==> src/rtl/mem_access_ctrl.sv <==
// Multicycle data-memory load/store controller: issues one word-aligned access, waits on mem_rdy
// (with optional timeout), and returns extended load data. Define UNALIGNED_TRAP_EN to trap misaligned ops.
module mem_access_ctrl #(
    parameter int unsigned TIMEOUT = 15
) (
    input  logic        clk,
    input  logic        rst_n,
    input  logic        req,
    input  logic [5:0]  op,
    input  logic [31:0] addr,
    input  logic [31:0] wdata,
    output logic        busy,
    output logic        done,
    output logic        err,
    output logic [31:0] rdata,
    output logic [31:0] mem_addr,
    output logic        mem_en,
    output logic        mem_we,
    output logic [3:0]  mem_be,
    output logic [31:0] mem_wdata,
    input  logic [31:0] mem_rdata,
    input  logic        mem_rdy
);
    localparam logic [5:0] OpLb  = 6'h20;
    localparam logic [5:0] OpLh  = 6'h21;
    localparam logic [5:0] OpLw  = 6'h23;
    localparam logic [5:0] OpLbu = 6'h24;
    localparam logic [5:0] OpLhu = 6'h25;
    localparam logic [5:0] OpSb  = 6'h28;
    localparam logic [5:0] OpSh  = 6'h29;
    localparam logic [5:0] OpSw  = 6'h2B;

    localparam int unsigned CntW = (TIMEOUT > 2) ? $clog2(TIMEOUT) : 1;
    localparam logic [CntW-1:0] CntLast = CntW'((TIMEOUT == 0) ? 0 : TIMEOUT - 1);

    typedef enum logic [1:0] {StIdle, StAccess, StDone, StErr} state_e;

    state_e        state_q, state_d;
    logic [CntW-1:0] cnt_q, cnt_d;
    logic [5:0]    op_q, op_d;
    logic [1:0]    a_q, a_d;
    logic [31:0]   rdata_q, rdata_d;
    logic [31:0]   mem_addr_q, mem_addr_d;
    logic          mem_we_q, mem_we_d;
    logic [3:0]    mem_be_q, mem_be_d;
    logic [31:0]   mem_wdata_q, mem_wdata_d;

    logic          legal, is_store, misalign;
    logic [3:0]    be_st;
    logic [31:0]   wdata_st, ld_ext;
    logic [7:0]    ld_byte;
    logic [15:0]   ld_half;

    // Request-side decode: legality, alignment, store lane replication.
    always_comb begin
        legal    = 1'b1;
        is_store = 1'b0;
        misalign = 1'b0;
        be_st    = 4'b0000;
        wdata_st = 32'h0;
        unique case (op)
            OpLb, OpLbu: ;
            OpLh, OpLhu: begin
`ifdef UNALIGNED_TRAP_EN
                misalign = addr[0];
`endif
            end
            OpLw: begin
`ifdef UNALIGNED_TRAP_EN
                misalign = |addr[1:0];
`endif
            end
            OpSb: begin
                is_store = 1'b1;
                be_st    = 4'b0001 << addr[1:0];
                wdata_st = {4{wdata[7:0]}};
            end
            OpSh: begin
                is_store = 1'b1;
                be_st    = addr[1] ? 4'b1100 : 4'b0011;
                wdata_st = {2{wdata[15:0]}};
`ifdef UNALIGNED_TRAP_EN
                misalign = addr[0];
`endif
            end
            OpSw: begin
                is_store = 1'b1;
                be_st    = 4'b1111;
                wdata_st = wdata;
`ifdef UNALIGNED_TRAP_EN
                misalign = |addr[1:0];
`endif
            end
            default: legal = 1'b0;
        endcase
    end

    // Load lane select and extension, from the latched op and byte offset.
    always_comb begin
        ld_byte = mem_rdata[8*a_q +: 8];
        ld_half = a_q[1] ? mem_rdata[31:16] : mem_rdata[15:0];
        unique case (op_q)
            OpLb:    ld_ext = {{24{ld_byte[7]}}, ld_byte};
            OpLbu:   ld_ext = {24'h0, ld_byte};
            OpLh:    ld_ext = {{16{ld_half[15]}}, ld_half};
            OpLhu:   ld_ext = {16'h0, ld_half};
            default: ld_ext = mem_rdata;
        endcase
    end

    always_comb begin
        state_d     = state_q;
        cnt_d       = cnt_q;
        op_d        = op_q;
        a_d         = a_q;
        rdata_d     = rdata_q;
        mem_addr_d  = mem_addr_q;
        mem_we_d    = mem_we_q;
        mem_be_d    = mem_be_q;
        mem_wdata_d = mem_wdata_q;
        unique case (state_q)
            StIdle: begin
                if (req) begin
                    if (!legal || misalign) begin
                        state_d = StErr;
                    end else begin
                        state_d     = StAccess;
                        cnt_d       = '0;
                        op_d        = op;
                        a_d         = addr[1:0];
                        mem_addr_d  = {addr[31:2], 2'b00};
                        mem_we_d    = is_store;
                        mem_be_d    = be_st;
                        mem_wdata_d = wdata_st;
                    end
                end
            end
            StAccess: begin
                if (mem_rdy) begin
                    if (!op_q[3]) rdata_d = ld_ext;
                    state_d = StDone;
                end else if ((TIMEOUT != 0) && (cnt_q == CntLast)) begin
                    state_d = StErr;
                end else begin
                    cnt_d = cnt_q + CntW'(1);
                end
            end
            default: state_d = StIdle;
        endcase
    end

    always_ff @(posedge clk) begin
        if (!rst_n) begin
            state_q     <= StIdle;
            cnt_q       <= '0;
            op_q        <= 6'h0;
            a_q         <= 2'b00;
            rdata_q     <= 32'h0;
            mem_addr_q  <= 32'h0;
            mem_we_q    <= 1'b0;
            mem_be_q    <= 4'b0000;
            mem_wdata_q <= 32'h0;
        end else begin
            state_q     <= state_d;
            cnt_q       <= cnt_d;
            op_q        <= op_d;
            a_q         <= a_d;
            rdata_q     <= rdata_d;
            mem_addr_q  <= mem_addr_d;
            mem_we_q    <= mem_we_d;
            mem_be_q    <= mem_be_d;
            mem_wdata_q <= mem_wdata_d;
        end
    end

    assign busy      = (state_q != StIdle);
    assign done      = (state_q == StDone);
    assign err       = (state_q == StErr);
    assign mem_en    = (state_q == StAccess);
    assign rdata     = rdata_q;
    assign mem_addr  = mem_addr_q;
    assign mem_we    = mem_we_q;
    assign mem_be    = mem_be_q;
    assign mem_wdata = mem_wdata_q;
endmodule

==> config.mk <==
export PLATFORM = sky130hd
export DESIGN_NAME = mem_access_ctrl
export DESIGN_NICKNAME = d
export VERILOG_FILES = /design/src/rtl/mem_access_ctrl.sv
export SDC_FILE = /design/constraint.sdc
export NUM_CORES = 1
export LEC_CHECK = 0
export CORE_MARGIN = 2
export CORE_UTILIZATION = 25
export DETAILED_ROUTE_END_ITERATION = 16
export PLACE_DENSITY = 0.51
export SLEW_MARGIN = 30
export SYNTH_ARGS = -nofsm -noshare
export SYNTH_HDL_FRONTEND = slang
export SYNTH_SLANG_ARGS = --single-unit
==> constraint.sdc <==
create_clock -name clk -period 3.5 [get_ports clk]
set_clock_uncertainty 0.1 [all_clocks]
set_input_delay 0.7 -clock clk [delete_from_list [all_inputs] [get_ports clk]]
set_output_delay 0.7 -clock clk [all_outputs]
set_load 0.05 [all_outputs]
==> impl_metrics.csv <==
group,metric,value,unit
run_status,outcome,"finished clean",
drt,num_vias,5409,
yosys,yosysMostFrequentCell,"nand2_1",
yosys,synthFlopType,"dfxtp_1",
die,die_y,147.8,um
critical_path,cp_slowest_stage_delay,0.80,ns
timing,layout_worst_path_cycle_share,0.7823,
critical_path,crit_type,"reg2out",
run,drv_cap,0,
global_route,grt-ovfl-total,0,
placed_design,routabilityCongestion,0.7950,
drt,first_iter_violations,260,
final_layout,antennaDiodeCount,0,
clock_tree,clk_latency,0.41,ns
clock_tree,root_buffer,"clkbuf_16",
final_layout,fin_util,0.4017,
worst_hold_path,min-delay-path-class,"reg2reg",
yosys,yosysTopAreaCell,"dfxtp_1",
timing,tns,0,ns
timing,setup_slack,0.7618,ns
critical_path,start_kind,"register",
power,p_total,3.682,mW
drt,avgViaCountPerCell,4.795,
drt,first_pass_iters,5,
final_layout,drive_gt1_frac,0.06993,
power,switching_power,0.9930,mW
timing,drv_slew,0,
drt,drt-total-wl,19120,um
global_route,grt_pass1_wl,29060,um
global_route,grt_usage,0.1722,
clock_tree,h-tree-depth,4,
clock_tree,postCtsSetupBuffers,0,
critical_path,cp_max_fo,9,
yosys,yosysWarnings,0,
yosys,synthTopCellsByCount,"nand2_1 (122), dfxtp_1 (113), a21oi_1 (87)",
yosys,synth.avg_cell_area,7.927,um2
critical_path,arrival,1.94,ns
clock_tree,cts_tree,"yes",
critical_path,worst_r2r_path_depth,3,
final_layout,area_delta_synth_final,57.25,%
global_route,grt_max_degree,70,
timing,fmax,0.3652,GHz
global_route,grt_pass1_vias,5179,
final_layout,fin_nets,953,
power,intPower,2.689,mW
worst_hold_path,min_delay_path_depth,2,
drt,wire_per_inst,16.95,um
clock_tree,path_clk_slew,0.06,ns
die,dieArea,0.02184,mm2
yosys,syn_inst,652,
clock_tree,postCtsHoldBufs,0,
critical_path,crit_chain,"nand2b_1 > inv_1 > clkdlybuf4s50_1",
placed_design,post-place-ws,0.6206,ns
timing,setup_viol,0,
timing,holdWs,0.3468,ns
drt,route.detailed.drc,0,
clock_tree,cts_resized,0,
yosys,yosysTopAreaCellShare,0.4377,
drt,postRouteAntennaNets,0,
clock_tree,cts_sinks,113,
power,power_density,453.0,mW/mm2
yosys,ys_types,58,
yosys,synth_seq_cells,113,
critical_path,worstSetupEndpointType,"output port",
die,core,0.02023,mm2
placed_design,dp_hpwl,13640,um
power,vdd_ir_drop_max,0.3108,mV
power,switching_share,0.2697,
clock_tree,cts-buffers-inserted,17,
timing,rsz0062_at_grt,"no",
yosys,async_flop_share,0,
timing,relSlewSlack,0.4129,
die,num_rows,52,
timing,timing.final.hold_violations,0,
critical_path,cp_slowest_cell,"clkdlybuf4s50_1",
placed_design,portBuffers,208,
clock_tree,cts_buffer_depth,2,
timing,tightestPinTransition,0.8739,ns
timing,period_needed,2.738,ns
die,die_w,147.8,um
power,power_frac_comb,0.150,
critical_path,cp_data_required_time,2.70,ns
yosys,synth-edff-count,0,
yosys,ys_top_cells_by_area,"dfxtp_1 (44%), nand2_1 (8.9%), a21oi_1 (8.4%)",
power,clkPwrFrac,0.485,
power,leakage,2.887,nW
die,pin_count,211,
die,initial_utilization,0.2554,
yosys,ys_seq_area_frac,0.4377,
global_route,antenna_found_initial,1,
power,seqPwrFrac,0.365,
yosys,netlist_area,0.005169,mm2
[state kept, by name, summed over array words and instances (netlist names)]
signal,cells
mem_we,1
mem_addr,30
a_q,2
mem_wdata,32
cnt_q,4
op_q,6
state_q,2
mem_be,4
rdata,32
[path summary, 6_finish.rpt]
check                  endpoint  slack [ns]     startpoint
setup / recovery         mem_en        0.76     state_q[0]
hold / removal    mem_wdata[30]        0.35  mem_wdata[30]
setup reg to reg      rdata[12]        1.34        op_q[3]
hold reg to reg   mem_wdata[30]        0.35  mem_wdata[30]
[layout by cell type (no fill, tap or decap), types with 7 or more instances in the layout]
master | Yosys | layout
nor3b_1 | 10 | 9
o22ai_1 | 7 | 7
o2bb2ai_1 | 12 | 12
mux2i_1 | 11 | 11
clkbuf_16 | 0 | 17
nor3_1 | 30 | 30
a32oi_1 | 8 | 8
buf_4 | 2 | 16
nor2_1 | 35 | 34
clkdlybuf4s50_1 | 0 | 208
inv_1 | 29 | 29
o21ai_0 | 38 | 38
a22oi_1 | 9 | 9
a21oi_1 | 87 | 87
a31oi_1 | 8 | 8
dfxtp_1 | 113 | 113
nand2_1 | 122 | 122
[routing by layer]
metal	routed length, um	up-vias	global-route usage
met5	13	-	0
met4	284	2	0.05481
met3	1735	19	0.07130
met2	8615	204	0.2723
met1	8475	2503	0.2137
li1	-	2681	-
[kinds of logic after synthesis]
| logic type | Yosys count | share of synthesized area |
|---|---|---|
| other | 1 | 0.0007255 |
| DFF | 113 | 0.4377 |
| buffers and inverters | 82 | 0.06536 |
| and+or+nand+nor | 234 | 0.2101 |
| AOI/OAI and AO/OA | 206 | 0.2506 |
| adders and majority gates | 2 | 0.004841 |
| muxes | 14 | 0.03074 |
[worst max-delay path, delay by kind of cell, from the launching register on]
family                 cells  cell delay (ns)
buffers and inverters      2             0.90
flip-flops                 1             0.45
AND/OR/NAND/NOR            1             0.17
[power groups by stage]
stage	Combinational (mW)	Sequential, mW	Clock, mW
finish	0.552	1.35	1.78
global route	0.588	1.35	1.89
CTS	0.555	1.34	1.84
detailed placement	0.553	1.37	0
global placement	0.554	1.37	0
floorplan	0.192	1.47	0
[stage by stage]
stage,std cells,cell area [um2]
floorplan,653,5172
global placement,1095,7513
detailed placement,1095,7513
CTS,1127,8118
global route,1128,8128
finish,1128,8128
[cell type report]
cell class / instances / area [um2]
fillers: 2139 / 12110
multi-input cells: 458 / 2589
flip-flops and latches: 113 / 2262
repair buffers: 225 / 2222
clock buffers: 19 / 442.9
well taps: 270 / 337.8
clock inverters: 13 / 161.4
inverters: 30 / 112.6
No activity file was read; power rests on OpenSTA's default activity.
